--- src/rtl/fifo_pkg.sv ---
// Shared sizing constants for the 4-entry, 2-bit FIFO that sits behind mux21_2b.
package fifo_pkg;
    localparam int WIDTH     = 2;
    localparam int DEPTH     = 4;
    localparam int AF_THRESH = 3;
    localparam int AE_THRESH = 1;
    localparam int PTR_W     = $clog2(DEPTH);
    localparam int CNT_W     = PTR_W + 1;
endpackage

--- src/rtl/fifo_mem_4x2b.sv ---
// Register-array storage for the FIFO: one synchronous write port, one combinational read port.
module fifo_mem_4x2b
    import fifo_pkg::*;
#(
    parameter int W = WIDTH,
    parameter int D = DEPTH,
    parameter int A = $clog2(D)
) (
    input  logic         clk,
    input  logic         wr_en,
    input  logic [A-1:0] wr_addr,
    input  logic [W-1:0] wr_data,
    input  logic [A-1:0] rd_addr,
    output logic [W-1:0] rd_data
);

    logic [W-1:0] mem_q [D];

    always_ff @(posedge clk) begin
        if (wr_en) begin
            mem_q[wr_addr] <= wr_data;
        end
    end

    assign rd_data = mem_q[rd_addr];

endmodule

--- src/rtl/fifo_4x2b.sv ---
// Synchronous FIFO top: pointers, occupancy count, status flags, registered read port
// and sticky overflow/underflow error flags.
module fifo_4x2b
    import fifo_pkg::*;
#(
    parameter int W    = WIDTH,
    parameter int D    = DEPTH,
    parameter int AF_T = AF_THRESH,
    parameter int AE_T = AE_THRESH,
    parameter int PW   = $clog2(D),
    parameter int CW   = PW + 1
) (
    input  logic          clk,
    input  logic          reset,
    input  logic [W-1:0]  data_in,
    input  logic          push,
    input  logic          pop,
    output logic [W-1:0]  data_out,
    output logic          valid_out,
    output logic          full,
    output logic          empty,
    output logic          almost_full,
    output logic          almost_empty,
    output logic [CW-1:0] fill_count,
    output logic          overflow_err,
    output logic          underflow_err
);

    // Handshake: a push is accepted when not full, or when full and a pop frees
    // a slot in the same cycle; a pop is accepted whenever not empty. Rejected
    // requests are dropped and only raise the matching sticky error flag.
    logic [PW-1:0] wr_ptr_q, wr_ptr_d;
    logic [PW-1:0] rd_ptr_q, rd_ptr_d;
    logic [CW-1:0] cnt_q, cnt_d;
    logic [W-1:0]  dout_q, dout_d;
    logic          vout_q, vout_d;
    logic          ovf_q, ovf_d;
    logic          unf_q, unf_d;
    logic          wr_ok, rd_ok;
    logic [W-1:0]  rd_data;

    assign full         = (cnt_q == CW'(D));
    assign empty        = (cnt_q == '0);
    assign almost_full  = (cnt_q >= CW'(AF_T));
    assign almost_empty = (cnt_q <= CW'(AE_T));

    assign wr_ok = push && (!full || pop);
    assign rd_ok = pop && !empty;

    fifo_mem_4x2b #(.W(W), .D(D), .A(PW)) u_mem (
        .clk     (clk),
        .wr_en   (wr_ok && reset),
        .wr_addr (wr_ptr_q),
        .wr_data (data_in),
        .rd_addr (rd_ptr_q),
        .rd_data (rd_data)
    );

    always_comb begin
        wr_ptr_d = wr_ptr_q;
        rd_ptr_d = rd_ptr_q;
        cnt_d    = cnt_q;
        dout_d   = dout_q;
        vout_d   = 1'b0;
        ovf_d    = ovf_q;
        unf_d    = unf_q;

        if (wr_ok) begin
            wr_ptr_d = wr_ptr_q + PW'(1);
        end
        if (rd_ok) begin
            rd_ptr_d = rd_ptr_q + PW'(1);
            dout_d   = rd_data;
            vout_d   = 1'b1;
        end
        if (wr_ok && !rd_ok) begin
            cnt_d = cnt_q + CW'(1);
        end else if (rd_ok && !wr_ok) begin
            cnt_d = cnt_q - CW'(1);
        end
        if (push && full && !pop) begin
            ovf_d = 1'b1;
        end
        if (pop && empty) begin
            unf_d = 1'b1;
        end
    end

    always_ff @(posedge clk) begin
        if (!reset) begin
            wr_ptr_q <= '0;
            rd_ptr_q <= '0;
            cnt_q    <= '0;
            dout_q   <= '0;
            vout_q   <= 1'b0;
            ovf_q    <= 1'b0;
            unf_q    <= 1'b0;
        end else begin
            wr_ptr_q <= wr_ptr_d;
            rd_ptr_q <= rd_ptr_d;
            cnt_q    <= cnt_d;
            dout_q   <= dout_d;
            vout_q   <= vout_d;
            ovf_q    <= ovf_d;
            unf_q    <= unf_d;
        end
    end

    assign data_out      = dout_q;
    assign valid_out     = vout_q;
    assign fill_count    = cnt_q;
    assign overflow_err  = ovf_q;
    assign underflow_err = unf_q;

endmodule
--- config.mk ---
export PLATFORM = sky130hd
export DESIGN_NAME = fifo_4x2b
export DESIGN_NICKNAME = d
export VERILOG_FILES = /design/src/rtl/fifo_pkg.sv /design/src/rtl/fifo_mem_4x2b.sv /design/src/rtl/fifo_4x2b.sv
export SDC_FILE = /design/constraint.sdc
export NUM_CORES = 1
export LEC_CHECK = 0
export BUFFER_PORTS_ARGS = -buffer_cell sky130_fd_sc_hd__buf_2
export CORE_UTILIZATION = 30
export DETAILED_ROUTE_END_ITERATION = 16
export SLEW_MARGIN = 15
export SYNTH_ARGS = -nofsm -noshare
export SYNTH_HDL_FRONTEND = slang
export SYNTH_HIERARCHICAL = 1
export SYNTH_SLANG_ARGS = --single-unit
--- constraint.sdc ---
create_clock -name clk -period 2 [get_ports clk]
set_input_delay 0.3 -clock clk [delete_from_list [all_inputs] [get_ports clk]]
set_output_delay 0.3 -clock clk [all_outputs]
set_load 0.02 [all_outputs]
==> flow_metrics.tcl, run 1 <==
set metrics [dict create \
    cp_top_family "buffers and inverters" \
    drc 2 \
    p_switching_mw 0.574 \
    grt_pass1_vias 632 \
    fin_skew_ns 0.00353 \
    clkTransAtPathRegs_ns 0.11 \
    die-area_um2 3300 \
    fp.dieW_um 57.5 \
    timing.fmax_mhz 527 \
    syn_inst 84 \
    port_buffers 17 \
    slowest_delay_ns 0.36 \
    relSlewSlack_pct 81.4 \
    ant_nets 0 \
    worst_pin_slew_ns 0.277 \
    grt_max_degree 13 \
    hold_class "in2reg" \
    clock-root-buffer "clkbuf_4" \
    cap_violations 0 \
    synth-seq-cells 20 \
    rows 19 \
    gr-total-overflow 0 \
    post-route-min-period_ns 1.90 \
    p_total_mw 1.59 \
    clock_latency_ns 0.31 \
    p_int_mw 1.01 \
    post-cts-setup-buffer-count 0 \
    crit_buf_inv 4 \
    clkPwrFrac_pct 20.7 \
    io_pins 18 \
    worstSetupEndpointType "output pin" \
    required_ns 1.70 \
    p_leak_nw 0.505 \
    syn_area_um2 923 \
    gp_congestion 0.799 \
    cp_max_fo 6 \
    synth_area_per_cell_um2 11.0 \
    die_h_um 57.5 \
    layout-drive-gt1-share_pct 32.1 \
    vdd_ir_drop_max_mv 0.445 \
    synth_seq_area_share_pct 52.0 \
    cts.path.max_buffers 2 \
    route.vias.total 695 \
    yosys_warnings 6 \
    p_comb_share_pct 44.1 \
    antenna_found_initial 0 \
    power_frac_seq_pct 35.2 \
    yosys.cell_types.count 24 \
    clock_sinks 20 \
    wl_per_cell_um 11.8 \
    drt_iter0_markers 17 \
    grt.total_usage_pct 11.2 \
    rsz0062_at_grt "no" \
    critical_path_class "reg2out" \
    numCtsBuffers 3 \
    fin_tns_setup_ns 0 \
    p_per_area_nw_per_um2 1370 \
    cp_cell_sequence "inv_2, ha_2, or2b_2, buf_4, inv_2, buf_4" \
    hold_viol 0 \
    crit_arrival_ns 1.60 \
    num-nets-final 122 \
    final-setup-viol-count 0 \
    violations "design-rule violations" \
    drt-vias-per-instance 4.96 \
    synth_nets 96 \
    htree_levels 1 \
    area_delta_synth_final_pct 25.7 \
    status "finished, violations left" \
    drt_pre_antenna_iters 12 \
    antenna_cells 0 \
    routed_wl_mm 1.65 \
    hpwl_mm 1.22 \
    p_sw_share_pct 36.1 \
    cts_tree "built" \
    post-route-period-util_pct 94.9 \
    grt_pass1_wl_mm 2.76 \
    critical_path.startpoint_type "flip-flop" \
    coreArea_um2 2830 \
    drv_slew 0 \
    slowest_stage "dfxtp_2" \
    initial_utilization_pct 32.6 \
]
==> area by class of cell <==
cell class	instances	area, um^2
Clock buffer	3	22.5
Clock inverter	1	30.0
Fill cell	281	1670
Inverter	6	22.5
Multi-Input combinational cell	58	447
Sequential cell	20	483
Tap cell	31	38.8
Timing Repair Buffer	21	118
==> cells in the mapped netlist (all sizes together) <==
| cell | n | area, um^2 |
|---|---|---|
| or2b | 1 | 8.76 |
| xnor2 | 1 | 8.76 |
| nor4b | 1 | 8.76 |
| edfxtp | 8 | 240 |
| nand3 | 3 | 15.0 |
| and2b | 1 | 8.76 |
| inv | 5 | 18.8 |
| ha | 6 | 75.1 |
| nand2 | 4 | 15.0 |
| clkinv | 1 | 3.75 |
| xor2 | 1 | 8.76 |
| and3 | 1 | 6.26 |
| nand2b | 2 | 12.5 |
| mux2i | 3 | 30.0 |
| a21oi | 8 | 40.0 |
| dfxtp | 12 | 240 |
| and2 | 2 | 12.5 |
| o21ai | 6 | 30.0 |
| or3 | 2 | 12.5 |
| nor3b | 2 | 15.0 |
| and3b | 3 | 26.3 |
| mux4 | 2 | 52.6 |
| nor2 | 9 | 33.8 |
==> sequential cells by signal (all words and copies together) (netlist names) <==
| name | count |
|---|---|
| u_mem/mem_q | 8 |
| fill_count | 3 |
| data_out | 2 |
| rd_ptr_q | 2 |
| wr_ptr_q | 2 |
| overflow_err | 1 |
| underflow_err | 1 |
| valid_out | 1 |
==> cell usage in the layout, fill, tap and decap left out, types with 2 or more instances in the layout <==
cell type  netlist  layout
nand2_1          4       4
ha_1             6       4
mux2i_1          3       3
inv_2            1       2
o21ai_0          6       6
nand2b_1         2       2
buf_4            0       5
buf_2            0      16
mux4_1           2       2
nor2_1           9       9
edfxtp_1         8       8
inv_1            4       3
and3b_1          3       3
and2_1           2       2
clkbuf_4         0       3
a21oi_1          8       8
nand3_1          3       3
or3_1            2       2
dfxtp_2          0       2
dfxtp_1         12      10
==> worst register-to-register path: stages, from the launching register on <==
cell     delay (ns)
dfxtp_2        0.36
inv_2          0.08
ha_2           0.18
and3b_1        0.18
and2b_2        0.26
ha_4           0.26
nor4b_2        0.26
nor2_1         0.08
a21oi_1        0.12
==> what timing repair did <==
item	4_1_cts	5_1_grt
hold buffers	0	0
endpoints found under the setup margin	1	6
gates resized for setup	1	5
==> final timing paths <==
path                               startpoint                end  slack [ns]  cells after the start
worst max-delay path            fill_count[0]              empty        0.10                      6
worst min-delay path               data_in[1]  u_mem/mem_q[1][1]        0.21                      1
worst max register to register  fill_count[0]      fill_count[2]        0.16                      8
worst min register to register  underflow_err      underflow_err        0.48                      2
==> cell families after synthesis <==
family	count (synthesis)	share of synthesized area [%]
adder cells (fa/ha/maj)	6	8.13
AND/OR/NAND/NOR	31	19.0
flip-flops	20	52.0
buffers and inverters	6	2.44
AO/OA/AOI/OAI	14	7.59
multiplexers	5	8.94
XOR/XNOR	2	1.90
==> stage by stage <==
step,hold WS [ns],cells,setup WS (ns),utilization [%],instance area [um^2]
floorplan,0.399,84,0.0503,-,926
global placement,0.448,136,0.0969,38.2,1080
detailed placement,0.457,136,0.0444,38.2,1080
CTS,0.207,140,0.0241,40.2,1140
global route,0.215,140,0.0177,41.0,1160
finish,0.211,140,0.101,41.0,1160
==> power groups by stage <==
stage | clock network [mW] | registers [mW] | logic [mW]
2_1_floorplan | 0 | 0.612 | 0.382
3_3_place_gp | 0 | 0.563 | 0.637
3_5_place_dp | 0 | 0.568 | 0.648
4_1_cts | 0.335 | 0.558 | 0.667
5_1_grt | 0.344 | 0.573 | 0.777
6_report | 0.328 | 0.560 | 0.700
==> metal layers <==
metal,share of wire [%],vias up,track usage [%]
li1,-,348,-
met3,3.6,7,1.36
met1,41,321,13.3
met4,3.6,0,7.32
met5,0,-,0
met2,51,19,19.1
(Power assumes the default switching activity.)
==> run 2: changes to the inputs <==
--- a/config.mk
+++ b/config.mk
@@ -6,6 +6,7 @@
 export NUM_CORES = 1
 export LEC_CHECK = 0
 export BUFFER_PORTS_ARGS = -buffer_cell sky130_fd_sc_hd__buf_2
+export CORE_ASPECT_RATIO = 2
 export CORE_UTILIZATION = 30
 export DETAILED_ROUTE_END_ITERATION = 16
 export SLEW_MARGIN = 15
==> run 2 against run 1 <==
  * The run now ends clean
  * Critical path depth increased by 2
  * Register-to-register slack about the same
  * Clock power increased by 23%
  * Fmax increased by 2.4%
  * Wire length increased by 0.18%
  * Power increased by 3.5%
  * Critical path type is now reg2reg
  * Critical endpoint is now fill_count[2]
==> flow_metrics.tcl, run 2 (same netlist as run 1, synthesis figures left out) <==
set metrics [dict create \
    rsz0062_at_grt "no" \
    port_buffers 17 \
    cts_tree "built" \
    worst_pin_slew_ns 0.292 \
    p_per_area_nw_per_um2 1390 \
    final_cell_mix "buf_2, dfxtp_1, nor2_1" \
    fin_skew_ns 0.00325 \
    dpl-instance-area_um2 1090 \
    io_pins 18 \
    ant_nets 0 \
    clock_sinks 20 \
    clkTransAtPathRegs_ns 0.08 \
    timing.fmax_mhz 539 \
    fp.dieW_um 41.2 \
    wl_per_cell_um 11.8 \
    relSlewSlack_pct 80.4 \
    final-setup-viol-count 0 \
    coreArea_um2 2940 \
    worstSetupEndpointType "flip-flop" \
    rr_startpoint "fill_count[0]" \
    crit_arrival_ns 2.04 \
    cp_num_cells 8 \
    rows 28 \
    r2r_cells 8 \
    htree_levels 1 \
    hold_class "in2reg" \
    stdcell_area_um2 1180 \
    cts.path.max_buffers 2 \
    cp_max_fo 5 \
    cp_top_family "simple AND/OR/NAND/NOR gates" \
    antenna_cells 0 \
    clock_latency_ns 0.26 \
    num-nets-final 123 \
    final_common_cell "buf_2" \
    route.vias.total 679 \
    final_cells 140 \
    drt_iter0_markers 7 \
    die_h_um 80.5 \
    p_leak_nw 0.518 \
    hpwl_mm 1.30 \
    layout-drive-gt1-share_pct 30.9 \
    postLayoutCoreUtil_pct 40.1 \
    rr_endpoint "fill_count[2]" \
    area_delta_synth_final_pct 27.9 \
    top_register "u_mem/mem_q" \
    reg2reg_slack_ns 0.15 \
    critical_path.startpoint_type "flip-flop" \
    grt_pass1_vias 614 \
    fin_tns_setup_ns 0 \
    post-route-min-period_ns 1.85 \
    vdd_ir_drop_max_mv 0.483 \
    required_ns 2.19 \
    post-route-period-util_pct 92.7 \
    status "completed" \
    grt_max_degree 13 \
    slowest_stage "or2b_2" \
    slowest_delay_ns 0.35 \
    antenna_found_initial 0 \
    cap_violations 0 \
    drc 0 \
    drt_pre_antenna_iters 4 \
    drt-vias-per-instance 4.85 \
    critical_path_class "reg2reg" \
    grt.total_usage_pct 11.1 \
    gp_congestion 0.718 \
    crit_buf_inv 1 \
    clock-root-buffer "clkbuf_8" \
    initial_utilization_pct 31.4 \
    die-area_um2 3320 \
    drv_slew 0 \
    grt_pass1_wl_mm 2.39 \
    gr-total-overflow 0 \
    largest_reg_flops 8 \
    cp-startpoint "fill_count[0]" \
    routed_wl_mm 1.65 \
    nFillCells 297 \
    hold_viol 0 \
    cp-endpoint "fill_count[2]" \
    numCtsBuffers 3 \
    dp.cells 136 \
    cp_cell_sequence "inv_1, ha_1, or2b_2, nand2_1, ha_4, nor4b_2, nor2_1, a21oi_1" \
]
## run 2: cell type report
class | instances | area [um^2] | area share, %
multi-input combinational | 58 | 444 | 37.6
clock buffer | 3 | 41.3 | 3.50
tap | 30 | 37.5 | 3.18
timing repair buffer | 22 | 123 | 10.4
clock inverter | 1 | 30.0 | 2.54
inverter | 6 | 22.5 | 1.91
sequential | 20 | 483 | 40.9
## run 2: per-layer routing
| metal | track usage, % | wire length, um | share of wire, % | vias up |
|---|---|---|---|---|
| met5 | 0 | 0 | 0 | - |
| met4 | 7.74 | 48 | 2.9 | 0 |
| met3 | 3.31 | 64 | 3.9 | 5 |
| met2 | 19.1 | 900 | 54 | 16 |
| met1 | 9.82 | 638 | 39 | 308 |
| li1 | - | - | - | 350 |
## run 2: per-stage QoR
stage               setup WS, ns  hold slack (ns)  total power, mW
CTS                       0.0227            0.255             1.63
floorplan                 0.0503            0.399            0.995
global placement           0.139            0.450             1.21
global route              0.0412            0.255             1.74
finish                     0.146            0.257             1.64
detailed placement        0.0535            0.454             1.22
## run 2: worst min-delay path by stage
stage / start / to / cells past startpoint
after global placement: underflow_err / underflow_err / 2
after detailed placement: overflow_err / overflow_err / 2
after CTS: data_in[0] / u_mem/mem_q[2][0] / 1
after global routing: data_in[1] / u_mem/mem_q[1][1] / 1
final: data_in[0] / u_mem/mem_q[2][0] / 1
after floorplan: data_in[0] / u_mem/mem_q[0][0] / 0
## run 2: report_power, final
part	internal, mW	switching, mW	total, mW
Clock	0.267	0.138	0.405
Combinational	0.308	0.391	0.699
Sequential	0.495	0.0464	0.541
Total	1.07	0.575	1.64
## run 2: worst reg2reg max path, delay by kind of cell (launching register included)
kind | cells | cell delay, ns
and+or+nand+nor | 4 | 0.82
adders and majority gates | 2 | 0.42
DFF | 1 | 0.33
AOI/OAI and AO/OA | 1 | 0.12
buffers and inverters | 1 | 0.10
## run 2: repair_timing
action                     in CTS  in global routing
buffers inserted                0                  0
setup endpoints to repair       0                  3
gates resized for setup         0                  3
hold buffers                    0                  0
